### src/rtl/irf_window_swap_seq.sv
// Window-swap sequencer: queues save/restore requests and drives the
// register-file window backing store with correctly spaced strobes.
module irf_window_swap_seq #(
   parameter int unsigned DEPTH  = 2,
   parameter int unsigned SLOT_W = 3
) (
   input  logic              clk,
   input  logic              arst_l,
   input  logic              req_vld,
   output logic              req_rdy,
   input  logic [1:0]        req_thr,
   input  logic [1:0]        req_op,
   input  logic [SLOT_W-1:0] req_save_slot,
   input  logic [SLOT_W-1:0] req_rest_slot,
   output logic              save,
   output logic [SLOT_W+1:0] save_addr,
   output logic              restore,
   output logic [SLOT_W+1:0] restore_addr,
   output logic [3:0]        thr_stall,
   output logic              done,
   output logic [1:0]        done_thr
);

   localparam int unsigned AW     = (DEPTH > 1) ? $clog2(DEPTH) : 1;
   localparam int unsigned CW     = $clog2(DEPTH) + 1;
   localparam int unsigned ADDR_W = SLOT_W + 2;

   localparam logic [1:0] OP_SAVE = 2'b01;
   localparam logic [1:0] OP_REST = 2'b10;
   localparam logic [1:0] OP_SWAP = 2'b11;

   typedef struct packed {
      logic [1:0]        thr;
      logic [1:0]        op;
      logic [SLOT_W-1:0] save_slot;
      logic [SLOT_W-1:0] rest_slot;
   } req_t;

   typedef enum logic [2:0] {
      ST_IDLE,
      ST_SAVE,
      ST_SWAIT,
      ST_REST,
      ST_DONE
   } state_e;

   req_t          fifo_mem [DEPTH];
   logic [AW-1:0] wr_ptr_q, rd_ptr_q;
   logic [CW-1:0] cnt_q;
   logic          push, pop;
   req_t          req_in, head;

   state_e        state_q, state_d;
   req_t          req_q, req_d;

   logic              save_q, save_d;
   logic              restore_q, restore_d;
   logic              done_q, done_d;
   logic [ADDR_W-1:0] save_addr_q, save_addr_d;
   logic [ADDR_W-1:0] restore_addr_q, restore_addr_d;
   logic [3:0]        stall_q, stall_d;
   logic [1:0]        done_thr_q, done_thr_d;

   assign req_in  = '{thr: req_thr, op: req_op, save_slot: req_save_slot, rest_slot: req_rest_slot};
   assign req_rdy = (cnt_q < CW'(DEPTH));
   assign push    = req_vld & req_rdy;
   assign pop     = (state_q == ST_IDLE) && (cnt_q != '0);
   assign head    = fifo_mem[rd_ptr_q];

   // Request storage; contents need no reset since the count gates use.
   always_ff @(posedge clk) begin
      if (push) fifo_mem[wr_ptr_q] <= req_in;
   end

   // FIFO pointers and occupancy.
   always_ff @(posedge clk or negedge arst_l) begin
      if (!arst_l) begin
         wr_ptr_q <= '0;
         rd_ptr_q <= '0;
         cnt_q    <= '0;
      end else begin
         if (push) wr_ptr_q <= wr_ptr_q + AW'(1);
         if (pop)  rd_ptr_q <= rd_ptr_q + AW'(1);
         case ({push, pop})
            2'b10:   cnt_q <= cnt_q + CW'(1);
            2'b01:   cnt_q <= cnt_q - CW'(1);
            default: cnt_q <= cnt_q;
         endcase
      end
   end

   // State, captured request and registered outputs.
   always_ff @(posedge clk or negedge arst_l) begin
      if (!arst_l) begin
         state_q        <= ST_IDLE;
         req_q          <= '0;
         save_q         <= 1'b0;
         restore_q      <= 1'b0;
         done_q         <= 1'b0;
         save_addr_q    <= '0;
         restore_addr_q <= '0;
         stall_q        <= '0;
         done_thr_q     <= '0;
      end else begin
         state_q        <= state_d;
         req_q          <= req_d;
         save_q         <= save_d;
         restore_q      <= restore_d;
         done_q         <= done_d;
         save_addr_q    <= save_addr_d;
         restore_addr_q <= restore_addr_d;
         stall_q        <= stall_d;
         done_thr_q     <= done_thr_d;
      end
   end

   // Next state plus output decode from the upcoming state, so outputs are flops.
   always_comb begin
      state_d        = state_q;
      req_d          = req_q;
      save_d         = 1'b0;
      restore_d      = 1'b0;
      done_d         = 1'b0;
      save_addr_d    = save_addr_q;
      restore_addr_d = restore_addr_q;
      stall_d        = '0;
      done_thr_d     = done_thr_q;

      case (state_q)
         ST_IDLE: begin
            if (pop) begin
               req_d = head;
               case (head.op)
                  OP_SAVE, OP_SWAP: state_d = ST_SAVE;
                  OP_REST:          state_d = ST_REST;
                  default:          state_d = ST_DONE;
               endcase
            end
         end
         ST_SAVE:  state_d = ST_SWAIT;
         // One bubble lets the store finish its delayed, negedge-written save.
         ST_SWAIT: state_d = (req_q.op == OP_SWAP) ? ST_REST : ST_DONE;
         ST_REST:  state_d = ST_DONE;
         ST_DONE:  state_d = ST_IDLE;
         default:  state_d = ST_IDLE;
      endcase

      case (state_d)
         ST_SAVE: begin
            save_d      = 1'b1;
            save_addr_d = {req_d.thr, req_d.save_slot};
         end
         ST_REST: begin
            restore_d      = 1'b1;
            restore_addr_d = {req_d.thr, req_d.rest_slot};
         end
         ST_DONE: begin
            done_d     = 1'b1;
            done_thr_d = req_d.thr;
         end
         default: ;
      endcase

      if ((state_d == ST_SAVE) || (state_d == ST_SWAIT) || (state_d == ST_REST)) begin
         stall_d[req_d.thr] = 1'b1;
      end
   end

   assign save         = save_q;
   assign save_addr    = save_addr_q;
   assign restore      = restore_q;
   assign restore_addr = restore_addr_q;
   assign thr_stall    = stall_q;
   assign done         = done_q;
   assign done_thr     = done_thr_q;

endmodule

### config.mk
export PLATFORM = sky130hd
export DESIGN_NAME = irf_window_swap_seq
export DESIGN_NICKNAME = d
export VERILOG_FILES = /design/src/rtl/irf_window_swap_seq.sv
export SDC_FILE = /design/constraint.sdc
export NUM_CORES = 1
export LEC_CHECK = 0
export ABC_AREA = 1
export BUFFER_PORTS_ARGS = -buffer_cell sky130_fd_sc_hd__buf_2
export CORE_AREA = 5 5 68 70
export CTS_CLUSTER_DIAMETER = 150
export DETAILED_ROUTE_END_ITERATION = 8
export DIE_AREA = 0 0 73 75
export HOLD_SLACK_MARGIN = 0.06
export PLACE_DENSITY = 0.81
export SLEW_MARGIN = 20
export SYNTH_ARGS = -nofsm -noshare
export SYNTH_HDL_FRONTEND = slang
export SYNTH_SLANG_ARGS = --single-unit
### constraint.sdc
create_clock -name clk -period 2.34 [get_ports clk]
set_input_delay 0 -clock clk [delete_from_list [all_inputs] [get_ports clk]]
set_output_delay 0 -clock clk [all_outputs]
set_load 0.01 [all_outputs]
After elaboration in Yosys (flattened, before gate mapping)

Memories as Yosys holds them, arrays and structs flattened.
Index checks and enable logic that the tools add are counted.

Reductions and logical operators: 9
Add/subtract/negate cells: 4
Bitwise gates (word level): 1
Mux-type cells: 15
Eq/ne operators: 13
Magnitude comparators: 3

Operators by type and width:

| kind                  | number |
|---|---|
| $mux W10              | 2 |
| $eq A3 B2 Y1 const B  | 4 |
| $pmux W3 S4           | 1 |
| $eq A2 B2 Y1 const B  | 4 |
| $eq A3 B1 Y1 const B  | 2 |
| $mux W1               | 6 |
| $mux W3               | 2 |
| $pmux W3 S2           | 1 |
| $eq A2 B1 Y1 const B  | 2 |
| $mux W4               | 1 |
| $pmux W2 S2           | 1 |
| $reduce_bool A2 Y1    | 2 |
| $eq A3 B3 Y1 const B  | 1 |
| $logic_not A3 Y1      | 1 |
| $lt A2 B3 Y1 const B  | 1 |
| $add A1 B1 Y1 const B | 2 |
| $add A2 B1 Y2 const B | 1 |
| $demux W1 S2          | 1 |
| $ge A2 B1 Y1 const B  | 1 |
| $logic_and A1 B1 Y1   | 2 |
| $logic_or A1 B1 Y1    | 2 |
| $lt A2 B2 Y1 const B  | 1 |
| $reduce_and A2 Y1     | 1 |
| $reduce_or A2 Y1      | 1 |
| other kinds (2)       | 2 |

Memory bits (writable): 20
Word-level logic and storage cells: 61
Input port bits: 13
Output and inout port bits: 20
Register bits after elaboration: 36
Memories: 1

Memories:

| memory   | depth | bits a word | rd ports | clocked after memory_dff | write ports | RTL line | text |
|---|---|---|---|---|---|---|---|
| fifo_mem | 2     | 10          | 1        | 0                        | 1           | 47       | `req_t fifo_mem [DEPTH];` |

Depth between registers and ports, before layout

An unclocked memory read counts as a cell.

Word-level depth: 10
Mapped depth: 10
Gate-level depth less buffers: 10

Worst setup path before layout

OpenSTA, ideal clock, no wires.

Path kind: flip-flop to flip-flop
Start point: reg state_q[1]
End point: reg cnt_q[1]
Data arrival time: 1.469 ns
Setup time: 0.131 ns
Buffers on the path: 1
Cell stages (with the launch flop): 9
Required time: 2.209 ns
Clock period less this slack: 1.600 ns
Path slack: 0.740 ns
Cells stage by stage: dfrtp_1 nor2_2 nand2_2 nor2_4 buf_12 ha_1 a21oi_1 o21ai_0 xor2_1

Word-level cells in the longest chain between the ends: 4
Elaborated cells between the ends (all ways): 6
Those cells by class: eq/ne (2); mux (1); reduce/logical (3)

RTL lines:

| element                                                  | RTL line | text |
|---|---|---|
| from (decl)                                              | 53       | `state_e state_q, state_d;` |
| from (signal assigned)                                   | 105      | `state_q <= state_d;` |
| $logic_not A3 Y1 (*)                                     | 67       | `assign pop = (state_q == ST_IDLE) && (cnt_q != '0);` |
| $logic_and A1 B1 Y1 (*)                                  | 67       |  |
| $eq A2 B1 Y1 / $eq A2 B2 Y1 (equally long branches)      | 84       | `case ({push, pop})` |
| $pmux W2 S2 / $reduce_bool A2 Y1 (equally long branches) | -        |  |
| to (signal assigned)                                     | 85       | `2'b10: cnt_q <= cnt_q + CW'(1);` |
| to (signal assigned)                                     | 86       | `2'b01: cnt_q <= cnt_q - CW'(1);` |
| to (signal assigned)                                     | 87       | `default: cnt_q <= cnt_q;` |
| to (decl)                                                | 49       | `logic [CW-1:0] cnt_q;` |

Mark *: on every way between the ends. The rest lies on a longest branch, timed or not.
A chain may end at the register's enable or synchronous reset.

Worst setup path after layout

Ends and elaborated chain as after synthesis.

==> metrics.txt <==
Gate power share 42.0%; WL met2 1.79 mm; EDFF count, synth 20; H-tree levels 2; share of cells above drive strength 1 24.5%; Static Leak 1.32 nW; initial core utilization 57.7%; Tot GR Track Use 15.7%; clk_skew 0.0144 ns; Synth top area share 39.9%; final net count 266; min Tclk post-route 1.78 ns; CORE AREA 3910 um2; CP Launch Type flop; syn avg cell area 11.1 um2; Power per Cell Area 1360 nW/um2; Syn Nets 217; P_int 2.18 mW; crit path max fanout 14; Synth async-reset ratio 64.3%; Synth Cell Area 2260 um2; Area contributors post-synth dfrtp_1 40%, edfxtp_1 27%, nand2_1 12%; post-synth top area cell dfrtp_1; cts bufs inserted 5; DR WL met3 209 um; Antenna diodes 0; worst path required time 2.54 ns; clock slew at reported path FFs 0.10 ns; Starting DRT DRC Count 84; Netlist cell types 27; Final Total Pwr 3.64 mW; CTS sink cnt 56; CP peak stage delay 0.44 ns; Die Area 5480 um2; post_cts resized 0; post-synthesis register bit count 56; status complete, no violations; sequential share of the synthesized area 66.4%; Post-Layout Inst Area 2680 um2; fin crit share 75.9%; TritonRoute pass-1 iters 4; Synth Warn # 0; Longest Clk Path Bufs 2; Residual DRC 0; cells after synthesis 203; Post-synth top cells 74 x nand2_1, 36 x dfrtp_1, 20 x edfxtp_1, 14 x nor2_1, 12 x inv_1; max frequency 563 MHz; Total Wirelength 3.66 mm; largest net degree at the start of global routing 37; die width 73 um; vias in the first global route 1,436; Fin Hold WS 0.279 ns; Cell Rows 23; HPWL Detailed 2.58 mm; top sig layer met4; initial antenna violation count 0; Avg WL per Cell 12.1 um; Root Driver clkbuf_8; slowest CP cell dfrtp_1; normalized max-slew margin 49.4%; actual slew at the worst max-slew pin 0.758 ns; first-pass GRT wire length 6.51 mm; clock share of power 15.9%; Syn-to-layout area delta 18.4%; Remaining Overflow, GRT 0; # IOs 33; worst skew pair latency 0.31 ns; Sw Share 40.0%; Peak supply drop 660 uV; placer congestion estimate 0.769; Hold Crit Class input pin to asynchronous set/reset pin; I/O Buffers 32; final hold vios 0; Seq pwr share 42.1%; CTS tree done; Setup-failing EPs final 0; endpoint class of the critical path flop; WL met1 1.60 mm; crit path kind flop to flop; die height 75 um; max-slew violation total from the final report 0; RSZ-0062 raised after global routing false; Crit path arrival time 1.97 ns; Via density 4.83; via count 1,464; crit-path cells nor2_2 > nand2_2 > nor2_4 > buf_4 > ha_1 > a21oi_1 > o21ai_0 > xor2_1; Antenna Nets Post-Route 0; cell area after placement 2450 um2; max cap viols 0; ys flop type dfrtp_1; sw power 1.46 mW; Fin Setup TNS 0 ns; most numerous cell in the Yosys netlist nand2_1; Fill cells 294
[power by group through the flow]
stage	clock [mW]	combinational [mW]	sequential (mW)
floorplan	0	1.17	1.58
global placement	0	1.49	1.54
detailed placement	0	1.53	1.55
CTS	0.586	1.55	1.53
global route	0.634	1.76	1.57
finish	0.578	1.53	1.53
[logic make-up (layout without fill, tap and decap cells)]
kind of cell / after synthesis / count (layout) / share of synthesized area, %
and+or+nand+nor: 111 / 111 / 23.1
adders and majority gates: 1 / 1 / 0.554
AOI/OAI and AO/OA: 12 / 12 / 3.60
buffers and inverters: 19 / 69 / 4.76
DFF: 56 / 56 / 66.4
xor gates and xnor gates: 4 / 4 / 1.55
[final timing paths]
path	startpoint	cells after the start	slack (ns)	to
worst max register to register	state_q[1]	8	0.56	cnt_q[1]
worst min register to register	restore_addr[3]	2	0.48	restore_addr[3]
max in group asynchronous	arst_l	2	1.56	req_q[3]
min in group clk	req_thr[0]	2	0.42	fifo_mem[0][8]
worst max-delay path	state_q[1]	8	0.56	cnt_q[1]
worst min-delay path	arst_l	2	0.28	restore_addr[4]
[repair_timing]
action | CTS | global route
endpoints found under the hold margin | 57 | 0
buffers inserted | 0 | 0
hold buffers | 12 | 0
[routing by layer]
| layer | vias up | track usage, % |
|---|---|---|
| met4 | 0 | 5.74 |
| met1 | 684 | 19.7 |
| met5 | - | 0 |
| met3 | 6 | 3.74 |
| met2 | 33 | 26.7 |
| li1 | 741 | - |
[cell usage in the layout (no fill, tap or decap)]
cell	synthesis	routed
nand3_1	7	7
edfxtp_1	20	20
nor2_1	14	14
nand2_4	2	2
dfrtp_1	36	36
o211ai_1	1	1
o21ai_2	1	1
clkinv_2	1	2
inv_4	0	1
xor2_1	3	3
xnor2_1	1	1
nand2_1	74	74
nand2_2	5	5
nor2_2	3	3
a31oi_1	3	3
nor2_4	2	2
buf_4	3	3
o21ai_0	3	3
nand2_8	1	1
dlygate4sd3_1	0	12
ha_1	1	1
o21ai_4	1	1
nand4_1	1	1
a21oi_1	3	3
inv_2	1	1
nand3_4	2	2
buf_2	0	32
inv_1	12	12
clkbuf_8	0	5
clkbuf_16	0	1
[critical path, delay by kind of cell (launching register included)]
family,cells,cell delay (ns)
simple gates,3,0.31
buf+inv,1,0.23
compound gates,2,0.24
fa+ha+maj,1,0.30
flops,1,0.44
xor+xnor,1,0.15
[cell type report]
type                       instances  area (um2)  area share, %
sequential                        56        1500           56.1
multi-input combinational        128         651           24.3
timing repair buffer              47         303           11.3
clock buffer                       6        93.8           3.51
tap                               50        62.6           2.34
inverter                          14        53.8           2.01
clock inverter                     2        11.3          0.421
[through the flow]
stage / utilization, % / setup WS [ns] / cells
after floorplan: - / 0.740 / 203
after global placement: 62.6 / 0.658 / 283
after detailed placement: 62.6 / 0.590 / 283
after CTS: 68.4 / 0.574 / 303
after global routing: 68.4 / 0.395 / 303
final: 68.4 / 0.565 / 303
[state kept, by name, indices dropped and copies added, names as in the netlist]
name and cells:
cnt_q 2, done 1, done_thr 2, fifo_mem 20, rd_ptr_q 1, req_q 10, restore 1, restore_addr 5
save 1, save_addr 5, state_q 3, thr_stall 4, wr_ptr_q 1
Power figures use the tool's default switching activity.
